### config.mk
export PLATFORM = sky130hd
export DESIGN_NAME = genius_pixel_gen
export DESIGN_NICKNAME = d
export VERILOG_FILES = /design/src/rtl/genius_pixel_gen_pkg.sv /design/src/rtl/genius_light_fsm.sv /design/src/rtl/genius_pixel_gen.sv
export SDC_FILE = /design/constraint.sdc
export NUM_CORES = 1
export LEC_CHECK = 0
export CELL_PAD_IN_SITES_DETAIL_PLACEMENT = 2
export CELL_PAD_IN_SITES_GLOBAL_PLACEMENT = 2
export CORE_AREA = 2 2 84 86
export DETAILED_ROUTE_END_ITERATION = 6
export DIE_AREA = 0 0 86 88
export MAX_ROUTING_LAYER = met4
export PLACE_DENSITY = 0.94
export SLEW_MARGIN = 20
export SYNTH_ARGS = -nofsm -noshare
export SYNTH_HDL_FRONTEND = slang
export SYNTH_SLANG_ARGS = --single-unit
export TNS_END_PERCENT = 100
### constraint.sdc
create_clock -name VGA_CLK -period 5.6 [get_ports VGA_CLK]
set_input_delay 1.12 -clock VGA_CLK [delete_from_list [all_inputs] [get_ports VGA_CLK]]
set_output_delay 1.12 -clock VGA_CLK [all_outputs]
set_load 0.005 [all_outputs]
### src/rtl/genius_pixel_gen_pkg.sv
// Shared constants for the Genius pad display: pad indices, colours, screen split and FSM encoding.
package genius_pixel_gen_pkg;

   localparam logic [1:0] PadGreen  = 2'd0;
   localparam logic [1:0] PadRed    = 2'd1;
   localparam logic [1:0] PadYellow = 2'd2;
   localparam logic [1:0] PadBlue   = 2'd3;

   localparam logic [23:0] BrightGreen  = 24'h00FF00;
   localparam logic [23:0] BrightRed    = 24'hFF0000;
   localparam logic [23:0] BrightYellow = 24'hFFFF00;
   localparam logic [23:0] BrightBlue   = 24'h0000FF;
   localparam logic [23:0] DimGreen     = 24'h004000;
   localparam logic [23:0] DimRed       = 24'h400000;
   localparam logic [23:0] DimYellow    = 24'h404000;
   localparam logic [23:0] DimBlue      = 24'h000040;

   localparam int unsigned SplitX      = 320;
   localparam int unsigned SplitY      = 240;
   localparam int unsigned DividerHalf = 2;

   typedef enum logic [1:0] {StIdle, StArmed, StLit, StDone} light_state_e;

   function automatic logic [23:0] pad_rgb(input logic [1:0] pad, input logic bright);
      logic [23:0] rgb;
      unique case (pad)
         PadGreen:  rgb = bright ? BrightGreen  : DimGreen;
         PadRed:    rgb = bright ? BrightRed    : DimRed;
         PadYellow: rgb = bright ? BrightYellow : DimYellow;
         default:   rgb = bright ? BrightBlue   : DimBlue;
      endcase
      return rgb;
   endfunction

endpackage

### src/rtl/genius_light_fsm.sv
// Pad-lighting request FSM: accepts one request in idle, lights it for N frames aligned to
// frame starts, then pulses done.
module genius_light_fsm
   import genius_pixel_gen_pkg::*;
(
   input  logic       clk_i,
   input  logic       reset_i,
   input  logic       frame_start_i,
   input  logic       light_req_i,
   input  logic [1:0] light_color_i,
   input  logic [5:0] light_frames_i,
   output logic       lit_en_o,
   output logic [1:0] lit_pad_o,
   output logic       busy_o,
   output logic       done_o
);

   light_state_e state_q, state_d;
   logic [1:0]   pad_q, pad_d;
   logic [5:0]   cnt_q, cnt_d;

   always_ff @(posedge clk_i) begin
      if (reset_i) begin
         state_q <= StIdle;
         pad_q   <= '0;
         cnt_q   <= '0;
      end else begin
         state_q <= state_d;
         pad_q   <= pad_d;
         cnt_q   <= cnt_d;
      end
   end

   always_comb begin
      state_d = state_q;
      pad_d   = pad_q;
      cnt_d   = cnt_q;
      unique case (state_q)
         StIdle: begin
            if (light_req_i) begin
               pad_d   = light_color_i;
               cnt_d   = (light_frames_i == '0) ? 6'd1 : light_frames_i;
               state_d = StArmed;
            end
         end
         StArmed: begin
            if (frame_start_i) state_d = StLit;
         end
         StLit: begin
            // The frame start that sees a count of 1 closes the final lit frame.
            if (frame_start_i) begin
               if (cnt_q == 6'd1) state_d = StDone;
               else               cnt_d   = cnt_q - 6'd1;
            end
         end
         default: state_d = StIdle;
      endcase
   end

   always_comb begin
      lit_en_o  = (state_q == StLit);
      lit_pad_o = pad_q;
      busy_o    = (state_q != StIdle);
      done_o    = (state_q == StDone);
   end

endmodule

### src/rtl/genius_pixel_gen.sv
// Genius game pixel generator: four coloured quadrant pads with a black divider cross; one pad
// can be lit bright for a number of frames on request.
module genius_pixel_gen
   import genius_pixel_gen_pkg::*;
(
   input  logic       VGA_CLK,
   input  logic       reset,
   input  logic       VGA_HS,
   input  logic       VGA_VS,
   input  logic       VGA_BLANK_N,
   input  logic       light_req,
   input  logic [1:0] light_color,
   input  logic [5:0] light_frames,
   output logic [7:0] R,
   output logic [7:0] G,
   output logic [7:0] B,
   output logic       light_busy,
   output logic       light_done
);

   localparam logic [9:0] SplitXW = 10'(SplitX);
   localparam logic [8:0] SplitYW = 9'(SplitY);
   localparam logic [9:0] DivXLo  = 10'(SplitX - DividerHalf);
   localparam logic [9:0] DivXHi  = 10'(SplitX + DividerHalf - 1);
   localparam logic [8:0] DivYLo  = 9'(SplitY - DividerHalf);
   localparam logic [8:0] DivYHi  = 9'(SplitY + DividerHalf - 1);

   logic [9:0]  x_q, x_d;
   logic [8:0]  y_q, y_d;
   logic        blank_q, vs_q;
   logic [23:0] rgb_q, rgb_d;
   logic        frame_start, divider, lit_en;
   logic [1:0]  pad, lit_pad;
   logic        hs_unused;

   assign hs_unused = VGA_HS;

   always_ff @(posedge VGA_CLK) begin
      if (reset) begin
         x_q     <= '0;
         y_q     <= '0;
         blank_q <= 1'b0;
         vs_q    <= 1'b0;
         rgb_q   <= '0;
      end else begin
         x_q     <= x_d;
         y_q     <= y_d;
         blank_q <= VGA_BLANK_N;
         vs_q    <= VGA_VS;
         rgb_q   <= rgb_d;
      end
   end

   always_comb begin
      x_d = x_q;
      if (!VGA_BLANK_N)      x_d = '0;
      else if (x_q != '1)    x_d = x_q + 10'd1;

      // Rows advance at the end of each visible line.
      y_d = y_q;
      if (!VGA_VS)                                         y_d = '0;
      else if (blank_q && !VGA_BLANK_N && (y_q != '1))     y_d = y_q + 9'd1;

      frame_start = vs_q && !VGA_VS;
      pad         = {(y_q >= SplitYW), (x_q >= SplitXW)};
      divider     = ((x_q >= DivXLo) && (x_q <= DivXHi)) ||
                    ((y_q >= DivYLo) && (y_q <= DivYHi));

      rgb_d = '0;
      if (VGA_BLANK_N && !divider) rgb_d = pad_rgb(pad, lit_en && (lit_pad == pad));
   end

   assign {R, G, B} = rgb_q;

   genius_light_fsm u_light_fsm (
      .clk_i          (VGA_CLK),
      .reset_i        (reset),
      .frame_start_i  (frame_start),
      .light_req_i    (light_req),
      .light_color_i  (light_color),
      .light_frames_i (light_frames),
      .lit_en_o       (lit_en),
      .lit_pad_o      (lit_pad),
      .busy_o         (light_busy),
      .done_o         (light_done)
   );

endmodule

* Yosys cells after proc, flatten, opt, wreduce, memory -nomap -nowiden
Index checks and enable logic that the tools add are counted.
Word-level totals: bits in registers 55, input port bits 14, output and inout bits 26, logic and storage cells 71
Cells by class: muxes and demuxes 15, reductions and logical operators 22, bitwise logic cells 3, $lt $le $gt $ge 6, equality and inequality tests 14, $add $sub $neg 3
Operator list (number):
- case mux 24 bit (3 select lines) | 1
- 2-to-1 mux 24 bit | 2
- 2-to-1 mux 6 bit | 4
- >= comparator 10 x 9 -> 1 bit, second input constant | 2
- >= comparator 9 x 8 -> 1 bit, second input constant | 2
- 2-to-1 mux 16 bit | 1
- case mux 6 bit (2 select lines) | 1
- adder 10 x 1 -> 10 bit, second input constant | 1
- less-or-equal comparator 10 x 9 -> 1 bit, second input constant | 1
- inequality test 10 bit, second input constant | 1
- adder 9 x 1 -> 9 bit, second input constant | 1
- less-or-equal comparator 9 x 8 -> 1 bit, second input constant | 1
- inequality test 9 bit, second input constant | 1
- 2-to-1 mux 2 bit | 4
- 2-to-1 mux 8 bit | 1
- inequality test 2 bit, second input constant | 4
- AND reduction 4 bit | 2
- logical AND 1 bit | 7
- == test 2 bit, second input constant | 3
- == test 6 x 1 -> 1 bit, second input constant | 1
- zero test 6 bit | 1
- case mux 2 bit (3 select lines) | 1
- OR reduction 2 bit | 3
- subtractor 6 x 1 -> 6 bit, second input constant | 1
- other kinds (9) | 16

* Depth between registers and ports, before layout
Gate-level depths: netlist of the first run.
depth in word-level cells 7, depth in mapped cells 9, mapped depth without buffers 9

* By module
Synthesis of the first run repeated with hierarchy kept, for this count alone.
Unflattened totals: cell total of the unflattened synthesis 254, area, all modules 2177.1 µm²
Modules (own cells, without submodules):
- genius_pixel_gen | cells an instance 170, times used 1, area an instance 1476.4 µm², sequential area each 540.5 µm²
- genius_light_fsm | cells an instance 84, times used 1, area an instance 700.7 µm², sequential area each 200.2 µm²

* Worst setup path after synthesis of the first run
No wires, ideal clock.
path type input to register, start point in VGA_VS, end point reg u_light_fsm.cnt_q[3], arrival 2.061 ns, stages on the path 5, path buffers 0, setup slack 3.405 ns, library setup time 0.134 ns, required time 5.466 ns, cells stage by stage nor2b_1 o21ai_2 or3_1 o311ai_0 o31ai_1
On the way: word-level cells in the longest chain between the ends 4
RTL lines:
- from (decl) | RTL line genius_pixel_gen.sv:9 | input logic VGA_VS,
- zero test 1 bit | RTL line genius_pixel_gen.sv:64 | frame_start = vs_q && !VGA_VS;
- logical AND 1 bit | RTL line genius_pixel_gen.sv:64
- inequality test 2 bit (no line)
- AND reduction 4 bit (no line)
- to (signal assigned) | RTL line genius_light_fsm.sv:30 | cnt_q <= cnt_d;
- to (decl) | RTL line genius_light_fsm.sv:20 | logic [5:0] cnt_q, cnt_d;
Every way passes these cells. A chain may end at the register's enable or synchronous reset.

* Final worst setup path of the first run
start point reg u_light_fsm.state_q[0], end point out light_busy
On the way: word-level cells in the longest chain between the ends 1
RTL lines:
- from (decl) | RTL line genius_light_fsm.sv:18 | light_state_e state_q, state_d;
- from (signal assigned) | RTL line genius_light_fsm.sv:24 | state_q <= StIdle;
- from (signal assigned) | RTL line genius_light_fsm.sv:28 | state_q <= state_d;
- nonzero test 2 bit | RTL line genius_light_fsm.sv:63 | busy_o = (state_q != StIdle);
- to (decl) | RTL line genius_pixel_gen.sv:17 | output logic light_busy,
Every way passes these cells.

==> run_results.csv, run 1 <==
group,metric,value,unit
status,status,"finished clean",
critical_path,cp.depth,4,
global_route,antenna_found_initial,0,
critical_path,rrSetupSlack,3390,ps
final_layout,area_delta_synth_final,18.8,%
timing,period_share,51.3,%
placement,dp_slack,2430,ps
critical_path,rr_worst_depth,9,
final_layout,final_cells,356,
critical_path,crit_chain,"inv_1 -> ha_1 -> inv_1 -> clkdlybuf4s50_1",
critical_path,critPathKind,"reg2out",
floorplanning,die_width,86,um
synthesis,yosysMostFrequentCell,"dfxtp_1",
synthesis,synth_top_cell_by_area,"dfxtp_1",
critical_path,path_common_cell,"inv_1",
synthesis,yosys.cell_types.count,44,
routing,viasPerCell,5.27,
critical_path,endpoint,"light_busy",
clock_tree,insertion_delay,290,ps
power_and_ir_drop,p_clk_share,25.7,%
flow_run,cap_violations,0,
final_layout,n_antenna_cell,0,
global_route,met1_usage,18.8,%
routing,via_count,1875,
synthesis,yosys-top-cells-count,"37 x dfxtp_1, 32 x nor2_1, 19 x ha_1, 18 x buf_4, 18 x inv_1",
routing,finalWirelength,5.55,mm
critical_path,startpoint_type,"flip-flop",
clock_tree,cts-resized-gates,0,
synthesis,synth_cells,256,
power_and_ir_drop,p_sw_share,33.5,%
timing,worst_pin_slew,571,ps
clock_tree,cts_made_buffers,5,
critical_path,crit_family,"buffers and inverters",
timing,relSlewSlack,61.9,%
global_route,grt_pass1_vias,2014,
clock_tree,clock_path_buffers,2,
global_route,grt_overflow,0,
clock_tree,ctsHoldBuffers,0,
placement,gp_congestion,0.800,
power_and_ir_drop,combPwrFrac,32.2,%
clock_tree,cts_tree,"built",
placement,io_buffers,38,
floorplanning,die_area,7570,um2
synthesis,yosysWarnings,0,
critical_path,rr_endpoint,"y_q[5]",
power_and_ir_drop,power_density,290,nW/um2
routing,ant_nets,0,
placement,dp_hpwl,4.27,mm
floorplanning,die_h,88,um
timing,finalMaxSlewViolations,0,
power_and_ir_drop,ir_worst_vdd,89.2,uV
critical_path,cp_data_required_time,4480,ps
final_layout,final.fill_count,756,
timing,finalSetupTns,0,ps
global_route,grtUsageMet3,4.05,%
synthesis,syn-cell-area,2150,um2
critical_path,r2r-start,"y_q[0]",
routing,drcViolationCount,0,
synthesis,synth-async-reset-ratio,0,%
synthesis,yosysSeqAreaShare,34.4,%
critical_path,crit_start,"u_light_fsm.state_q[0]",
routing,drt_iter0_drc,63,
final_layout,fin_util,38.5,%
clock_tree,cts.clk_slew.worst_paths,70,ps
clock_tree,cts_max_level,2,
timing,rsz0062_at_grt,"no",
critical_path,arrival,1750,ps
synthesis,syn_area_per_cell,8.42,um2
global_route,grt_max_degree,15,
final_layout,drive_gt1_share,5.43,%
timing,final_hold_viol_count,0,
placement,place_area,2470,um2
power_and_ir_drop,power_frac_seq,42.1,%
synthesis,synth_edf_count,0,
synthesis,ys_top_cells_by_area,"dfxtp_1 34%, ha_1 11%, buf_4 6.3%, nor2_1 5.6%, xor2_1 4.1%",
global_route,grt_first_pass_wirelength,9.69,mm
clock_tree,clock_sinks,37,
final_layout,multi_input_area,1180,um2
timing,setup_ws,2730,ps
floorplanning,core_region_area,6640,um2
synthesis,ys_ff_latch,37,
global_route,grt_use_total,16.8,%
timing,period_minus_slack,2870,ps
min_path,min_path_type,"reg2reg",
floorplanning,rows,30,
global_route,grt-busiest-layer,"met2",
floorplanning,start_util,32.4,%
timing,setup_viol_count_final,0,
critical_path,critPathCaptureType,"primary output",
final_layout,design_area,2560,um2
final_layout,ff_latch_area,741,um2
placement,dp_cells,349,
final_layout,nets,309,
critical_path,path_max_fanout,9,
critical_path,cp_slowest_cell,"clkdlybuf4s50_1",
synthesis,synthFlopType,"dfxtp_1",
routing,avgRoutedWirePerCell,15.6,um
power_and_ir_drop,p_int,0.492,mW
global_route,use_met2,28.1,%
timing,fmaxAchievable,0.348,GHz
clock_tree,root_buffer,"clkbuf_8",
critical_path,critPathMaxStageDelay,500,ps
routing,drt-pass1-iter-count,4,
synthesis,syn-num-nets,289,
power_and_ir_drop,leakagePower,0.968,nW
power_and_ir_drop,switching_power,0.249,mW
synthesis,yosysTopAreaCellShare,34.4,%
floorplanning,pin_count,40,
clock_tree,cts_setup_buffers,0,
timing,skew,7.89,ps
critical_path,path_buf_inv,3,
-- stage by stage --
step                      power (mW)  hold slack [ps]
after global placement         0.542              460
final                          0.741              494
after detailed placement       0.559              474
after floorplan                0.481              448
after global routing           0.795              509
after CTS                      0.752              498
-- power groups by stage --
stage	clock, mW	combinational [mW]	sequential [mW]
2_1_floorplan	0	0.170	0.311
3_3_place_gp	0	0.225	0.317
3_5_place_dp	0	0.241	0.318
4_1_cts	0.198	0.242	0.312
5_1_grt	0.209	0.268	0.318
6_report	0.191	0.238	0.312
-- worst min-delay path by stage --
stage                                   startpoint                       end  cells past startpoint
after floorplan           u_light_fsm.lit_pad_o[1]  u_light_fsm.lit_pad_o[1]                      2
after global placement    u_light_fsm.lit_pad_o[0]  u_light_fsm.lit_pad_o[0]                      2
after detailed placement  u_light_fsm.lit_pad_o[0]  u_light_fsm.lit_pad_o[0]                      2
after CTS                 u_light_fsm.lit_pad_o[1]  u_light_fsm.lit_pad_o[1]                      2
after global routing      u_light_fsm.lit_pad_o[1]  u_light_fsm.lit_pad_o[1]                      2
final                     u_light_fsm.lit_pad_o[1]  u_light_fsm.lit_pad_o[1]                      2
-- routing by layer --
layer	wire length, um	vias to the layer above
met4	168	0
li1	-	898
met3	256	12
met2	2790	46
met1	2340	919
met5	0	-
-- worst register-to-register path, cell delays in order (launching register included) --
cell and delay [ps]:
dfxtp_1 370, ha_1 260, nand3_1 100, nor2_1 50
ha_1 190, nor3b_2 480, and3_1 300, nand4_1 130
xor2_1 170, nor2_1 50
-- area by class of cell --
type	count	area share (%)
clock buffer	7	3.37
multi-input combinational	176	46.3
timing repair buffer	38	14.9
tap	80	3.91
sequential	37	28.9
inverter	18	2.64
-- layout by cell type, fill, tap and decap left out, types with 7 or more instances in the layout --
| master | n |
|---|---|
| ha_1 | 19 |
| inv_1 | 18 |
| a21oi_1 | 14 |
| xor2_1 | 10 |
| nand3_1 | 12 |
| o21ai_0 | 7 |
| clkdlybuf4s50_1 | 38 |
| nand2_1 | 14 |
| nor2_1 | 32 |
| dfxtp_1 | 37 |
| nand2b_1 | 8 |
-- logic make-up after synthesis --
| family | share of synthesized area, % |
|---|---|
| AO/OA/AOI/OAI | 13.1 |
| XOR/XNOR | 5.28 |
| adder cells (fa/ha/maj) | 11.0 |
| buffers and inverters | 10.7 |
| flip-flops | 34.4 |
| multiplexers | 3.02 |
| AND/OR/NAND/NOR | 22.5 |
-- registers in the layout, indices dropped and copies added, names as in the netlist --
name and cells:
x_q 10, rgb_q 6, u_light_fsm.cnt_q 6, blank_q 1, vs_q 1, y_q 9, u_light_fsm.state_q 2, u_light_fsm.lit_pad_o 2
(Power assumes the default switching activity.)
==> inputs of run 2 (changes only) <==
--- a/config.mk
+++ b/config.mk
@@ -7,11 +7,11 @@
 export LEC_CHECK = 0
 export CELL_PAD_IN_SITES_DETAIL_PLACEMENT = 2
 export CELL_PAD_IN_SITES_GLOBAL_PLACEMENT = 2
-export CORE_AREA = 2 2 84 86
+export CORE_AREA = 2 2 91 93
 export DETAILED_ROUTE_END_ITERATION = 6
-export DIE_AREA = 0 0 86 88
+export DIE_AREA = 0 0 93 95
 export MAX_ROUTING_LAYER = met4
-export PLACE_DENSITY = 0.94
+export PLACE_DENSITY = 0.86
 export SLEW_MARGIN = 20
 export SYNTH_ARGS = -nofsm -noshare
 export SYNTH_HDL_FRONTEND = slang
==> constraint.sdc (replaced) <==
create_clock -name VGA_CLK -period 2.35 [get_ports VGA_CLK]
set_input_delay 0.47 -clock VGA_CLK [delete_from_list [all_inputs] [get_ports VGA_CLK]]
set_output_delay 0.47 -clock VGA_CLK [all_outputs]
set_load 0.005 [all_outputs]
==> run 2 against run 1 <==
  * First-iteration DRC count decreased by 6.3%
  * Total power rose by 140%
  * Combinational power rose to 2.5 times the previous value
  * Core utilization down 5.2 points
  * Wire length grew 4.0%
  * Count of clock-buffer cells in the layout unchanged
  * Die area grew 17%
  * Worst hold slack worse by 7.7 ps
  * Register-to-register slack lost 3100 ps
==> run_results.csv, run 2 (synthesis gave the netlist of run 1 again) <==
group,metric,value,unit
routing,finalWirelength,5.78,mm
timing,worst_pin_slew,587,ps
global_route,grt_max_degree,14,
critical_path,critPathKind,"reg2out",
global_route,grt_pass1_vias,1911,
power_and_ir_drop,power_density,686,nW/um2
critical_path,crit_chain,"inv_1 -> ha_2 -> inv_1 -> clkdlybuf4s50_1",
placement,io_buffers,38,
floorplanning,pin_count,40,
routing,drcViolationCount,0,
min_path,min_path_type,"reg2reg",
clock_tree,insertion_delay,290,ps
floorplanning,rows,33,
floorplanning,start_util,27.2,%
clock_tree,cts_tree,"built",
critical_path,startpoint_type,"flip-flop",
critical_path,path_max_fanout,9,
power_and_ir_drop,p_sw_share,33.7,%
final_layout,design_area,2640,um2
global_route,grt_first_pass_wirelength,9.73,mm
final_layout,nets,315,
clock_tree,ctsHoldBuffers,0,
power_and_ir_drop,power_frac_seq,41.2,%
critical_path,cp_slowest_cell,"clkdlybuf4s50_1",
power_and_ir_drop,p_int,1.20,mW
critical_path,cp_data_required_time,1880,ps
timing,final_hold_viol_count,0,
floorplanning,die_area,8840,um2
critical_path,critPathCaptureType,"primary output",
clock_tree,root_buffer,"clkbuf_8",
final_layout,largest_reg_flops,10,
power_and_ir_drop,leakagePower,0.996,nW
routing,via_count,1875,
clock_tree,clock_path_buffers,2,
timing,skew,6.32,ps
min_path,hp-start,"u_light_fsm.lit_pad_o[1]",
power_and_ir_drop,p_clk_share,25.5,%
timing,relSlewSlack,60.4,%
final_layout,final_cells,387,
final_layout,drive_gt1_share,7.80,%
critical_path,rrSetupSlack,310,ps
power_and_ir_drop,switching_power,0.609,mW
timing,finalSetupTns,0,ps
timing,period_minus_slack,2120,ps
placement,dp_hpwl,4.40,mm
final_layout,largest_register,"x_q",
global_route,grt_use_total,14.4,%
global_route,grt_overflow,0,
final_layout,final_cell_mix,"38 x clkdlybuf4s50_1, 37 x dfxtp_1, 32 x nor2_1",
floorplanning,die_h,95,um
flow_run,cap_violations,0,
final_layout,area_delta_synth_final,22.4,%
placement,dp_cells,380,
critical_path,r2r-start,"y_q[0]",
global_route,antenna_found_initial,0,
critical_path,rr_worst_depth,9,
final_layout,n_antenna_cell,0,
min_path,min_to,"u_light_fsm.lit_pad_o[1]",
timing,fmaxAchievable,0.472,GHz
timing,hold_slack,486,ps
timing,rsz0062_at_grt,"no",
timing,setup_viol_count_final,0,
timing,finalMaxSlewViolations,0,
placement,place_area,2550,um2
timing,setup_ws,233,ps
power_and_ir_drop,combPwrFrac,33.3,%
clock_tree,clock_sinks,37,
power_and_ir_drop,ir_worst_vdd,197,uV
clock_tree,cts.clk_slew.worst_paths,80,ps
routing,drt_iter0_drc,59,
routing,ant_nets,0,
critical_path,rr_endpoint,"y_q[5]",
critical_path,path_common_cell,"inv_1",
routing,drt-pass1-iter-count,3,
critical_path,arrival,1650,ps
clock_tree,cts_max_level,2,
placement,gp_congestion,0.802,
floorplanning,die_width,93,um
routing,viasPerCell,4.84,
final_layout,layout_commonest_cell,"clkdlybuf4s50_1",
critical_path,critPathMaxStageDelay,500,ps
routing,avgRoutedWirePerCell,14.9,um
min_path,worstHoldPathCells,2,
timing,period_share,90.1,%
final_layout,top_regs,"x_q (10), y_q (9)",
placement,dp_slack,148,ps
clock_tree,cts_made_buffers,5,
final_layout,fin_util,33.3,%
power_and_ir_drop,total_power,1.81,mW
floorplanning,core_region_area,7930,um2
status,status,"finished clean",
-- run 2: what timing repair did --
item / CTS / global route
setup endpoints to repair: 0 / 1
resized for setup: 0 / 1
setup buffers: 0 / 0
-- run 2: worst max path at each step --
stage	from	endpoint	slack [ps]	cells past startpoint
floorplan	y_q[0]	y_q[5]	480	9
finish	u_light_fsm.state_q[0]	light_busy	230	4
global route	u_light_fsm.state_q[0]	light_busy	110	4
CTS	u_light_fsm.state_q[0]	light_busy	100	4
global placement	VGA_VS	u_light_fsm.cnt_q[3]	250	6
detailed placement	VGA_VS	u_light_fsm.cnt_q[5]	150	6
-- run 2: per-layer routing --
metal | wire length [um] | share of wire (%) | up-vias | GRT usage [%]
met5 | 0 | 0 | - | -
met4 | 91 | 1.6 | 0 | 5.15
met3 | 176 | 3.0 | 7 | 2.31
met2 | 2850 | 49 | 34 | 24.7
met1 | 2670 | 46 | 921 | 17.1
li1 | - | - | 913 | -
-- run 2: power groups by stage --
stage                     clock network [mW]  logic [mW]  registers (mW)
final                                  0.461       0.601           0.746
after global routing                   0.503       0.679           0.758
after CTS                              0.473       0.604           0.746
after detailed placement                   0       0.598           0.762
after global placement                     0       0.574           0.757
after floorplan                            0       0.405           0.742
-- run 2: critical path: cells and delay by family (launching register included) --
kind / cells / cell delay [ps]
fa+ha+maj: 1 / 280
buf+inv: 3 / 670
flops: 1 / 410
-- run 2: area by class of cell --
type	count	area [um2]
flip-flops and latches	37	741
clock buffers	7	86.3
fillers	921	5290
repair buffers	44	425
inverters	18	67.6
well taps	105	131
multi-input cells	176	1190
==> inputs of run 3 (changes only) <==
--- a/config.mk
+++ b/config.mk
@@ -7,11 +7,12 @@
 export LEC_CHECK = 0
 export CELL_PAD_IN_SITES_DETAIL_PLACEMENT = 2
 export CELL_PAD_IN_SITES_GLOBAL_PLACEMENT = 2
-export CORE_AREA = 2 2 91 93
+export CORE_AREA = 2 2 87 89
+export CTS_BUF_LIST = sky130_fd_sc_hd__clkbuf_8 sky130_fd_sc_hd__clkbuf_16
 export DETAILED_ROUTE_END_ITERATION = 6
-export DIE_AREA = 0 0 93 95
+export DIE_AREA = 0 0 89 91
 export MAX_ROUTING_LAYER = met4
-export PLACE_DENSITY = 0.86
+export PLACE_DENSITY = 0.89
 export SLEW_MARGIN = 20
 export SYNTH_ARGS = -nofsm -noshare
 export SYNTH_HDL_FRONTEND = slang
==> constraint.sdc (replaced) <==
create_clock -name VGA_CLK -period 2.1 [get_ports VGA_CLK]
set_input_delay 0.42 -clock VGA_CLK [delete_from_list [all_inputs] [get_ports VGA_CLK]]
set_output_delay 0.42 -clock VGA_CLK [all_outputs]
set_load 0.005 [all_outputs]
==> run 3 against run 2 <==
  * Register-to-register slack worse by 180 ps
  * Via count is 2.7% higher
  * Worst hold slack better by 9.0 ps
  * Core utilization is 5.1 points higher
  * Sequential share of layout area is 0.92 points lower
==> run_results.csv, run 3 (synthesis gave the netlist of run 1 again) <==
group,metric,value,unit
floorplanning,start_util,30.2,%
global_route,grt_max_degree,13,
critical_path,critPathCaptureType,"primary output",
final_layout,top_regs,"x_q (10), y_q (9)",
critical_path,arrival,1550,ps
floorplanning,die_h,91,um
floorplanning,die_area,8100,um2
placement,dp_hpwl,4.71,mm
floorplanning,core_region_area,7140,um2
clock_tree,cts_max_level,2,
routing,finalWirelength,6.55,mm
final_layout,final_cell_mix,"38 x clkdlybuf4s50_1, 35 x dfxtp_1, 32 x nor2_1",
placement,dp_cells,379,
floorplanning,pin_count,40,
critical_path,path_buf_inv,3,
timing,rsz0062_at_grt,"yes",
routing,via_count,1925,
global_route,grt_use_total,17.6,%
timing,finalSetupTns,0,ps
clock_tree,root_buffer,"clkbuf_8",
global_route,antenna_found_initial,0,
timing,period_share,93.8,%
placement,io_buffers,38,
final_layout,layout_commonest_cell,"clkdlybuf4s50_1",
routing,viasPerCell,4.96,
critical_path,path_max_fanout,6,
routing,drt_iter0_drc,74,
timing,fmaxAchievable,0.508,GHz
routing,avgRoutedWirePerCell,16.9,um
routing,drcViolationCount,0,
timing,setup_viol_count_final,0,
power_and_ir_drop,power_density,857,nW/um2
critical_path,cp_slowest_cell,"clkdlybuf4s50_1",
timing,worst_pin_slew,521,ps
final_layout,largest_register,"x_q",
final_layout,ff_latch_area,743,um2
timing,hold_slack,495,ps
timing,final_hold_viol_count,0,
final_layout,n_antenna_cell,0,
final_layout,multi_input_area,1200,um2
clock_tree,clock_sinks,37,
critical_path,critPathKind,"reg2out",
routing,ant_nets,0,
clock_tree,cts.clk_slew.worst_paths,80,ps
power_and_ir_drop,leakagePower,1.05,nW
critical_path,crit_chain,"inv_1 -> ha_2 -> inv_1 -> clkdlybuf4s50_1",
global_route,grt_pass1_vias,2122,
timing,skew,5.48,ps
timing,finalMaxSlewViolations,0,
global_route,grt_overflow,0,
clock_tree,clock_path_buffers,2,
placement,gp_congestion,0.761,
final_layout,area_delta_synth_final,27.0,%
critical_path,crit_family,"buffers and inverters",
final_layout,largest_reg_flops,10,
min_path,min_path_type,"reg2reg",
final_layout,drive_gt1_share,11.4,%
clock_tree,cts_tree,"built",
status,status,"finished clean",
floorplanning,die_width,89,um
flow_run,cap_violations,0,
global_route,grt_first_pass_wirelength,10.7,mm
final_layout,final.fill_count,806,
clock_tree,insertion_delay,300,ps
final_layout,nets,321,
critical_path,critPathMaxStageDelay,490,ps
routing,drt-pass1-iter-count,4,
final_layout,final_cells,388,
critical_path,path_common_cell,"inv_1",
power_and_ir_drop,ir_worst_vdd,276,uV
timing,relSlewSlack,64.8,%
clock_tree,cts_made_buffers,5,
critical_path,startpoint_type,"flip-flop",
floorplanning,rows,31,
critical_path,cp_data_required_time,1680,ps
clock_tree,ctsHoldBuffers,0,
timing,period_minus_slack,1970,ps
-- run 3: cell types whose count changed in the layout (fill, tap and decap cells not counted), sizes merged --
cell    delta
bufinv     +2
clkinv     +1
buf        +6
clkbuf     -2
-- run 3: layout make-up --
type / count / share of cell area (%)
flip-flops and latches: 37 / 27.2
clock buffers: 5 / 2.51
repair buffers: 50 / 17.2
multi-input cells: 176 / 43.8
inverters: 18 / 2.47
well taps: 99 / 4.53
clock inverters: 3 / 2.38
-- run 3: path summary, 6_finish.rpt --
path                                        startpoint                   end  slack, ps  depth (start not counted)
worst min-delay path              u_light_fsm.cnt_q[4]  u_light_fsm.cnt_q[4]        500                          2
worst max-delay path            u_light_fsm.state_q[1]            light_busy        130                          4
worst max register to register                  y_q[1]                y_q[6]        130                          8
worst min register to register    u_light_fsm.cnt_q[4]  u_light_fsm.cnt_q[4]        500                          2
-- run 3: worst register-to-register path, stage by stage, from the launching register on --
cell and delay (ps):
dfxtp_1 360, ha_1 240, nand3_1 100, nor2_1 50, ha_1 210, nor3b_4 280, nand2_1 160, or3_1 330
a21oi_1 160
-- run 3: what timing repair did --
action                                  CTS  global route
endpoints found under the setup margin    1             6
resized for setup                         2             3
setup buffers                             0             1
pin swaps                                 0             1
-- run 3: power by group --
group	internal (mW)	total, mW	switching, mW	leakage [nW]
Combinational	0.348	0.766	0.418	0.679
Sequential	0.768	0.831	0.0627	0.302
Clock	0.472	0.747	0.275	0.0681
Total	1.59	2.34	0.756	1.05
-- run 3: metal layers --
metal | vias to the layer above | track usage [%] | share of wire [%]
met2 | 52 | 30.0 | 52
li1 | 918 | - | -
met3 | 16 | 3.27 | 3.4
met5 | - | - | 0
met1 | 939 | 19.6 | 42
met4 | 0 | 7.59 | 3.2
-- run 3: stage by stage --
step           util, %  area (um2)  setup WS [ps]  total power [mW]
2_1_floorplan        -        2150            232              1.28
3_3_place_gp      36.1        2580           71.0              1.51
3_5_place_dp      36.1        2580          -18.4              1.57
4_1_cts           38.1        2720           51.7              2.35
5_1_grt           38.3        2740           5.30              2.47
6_report          38.3        2740            130              2.34
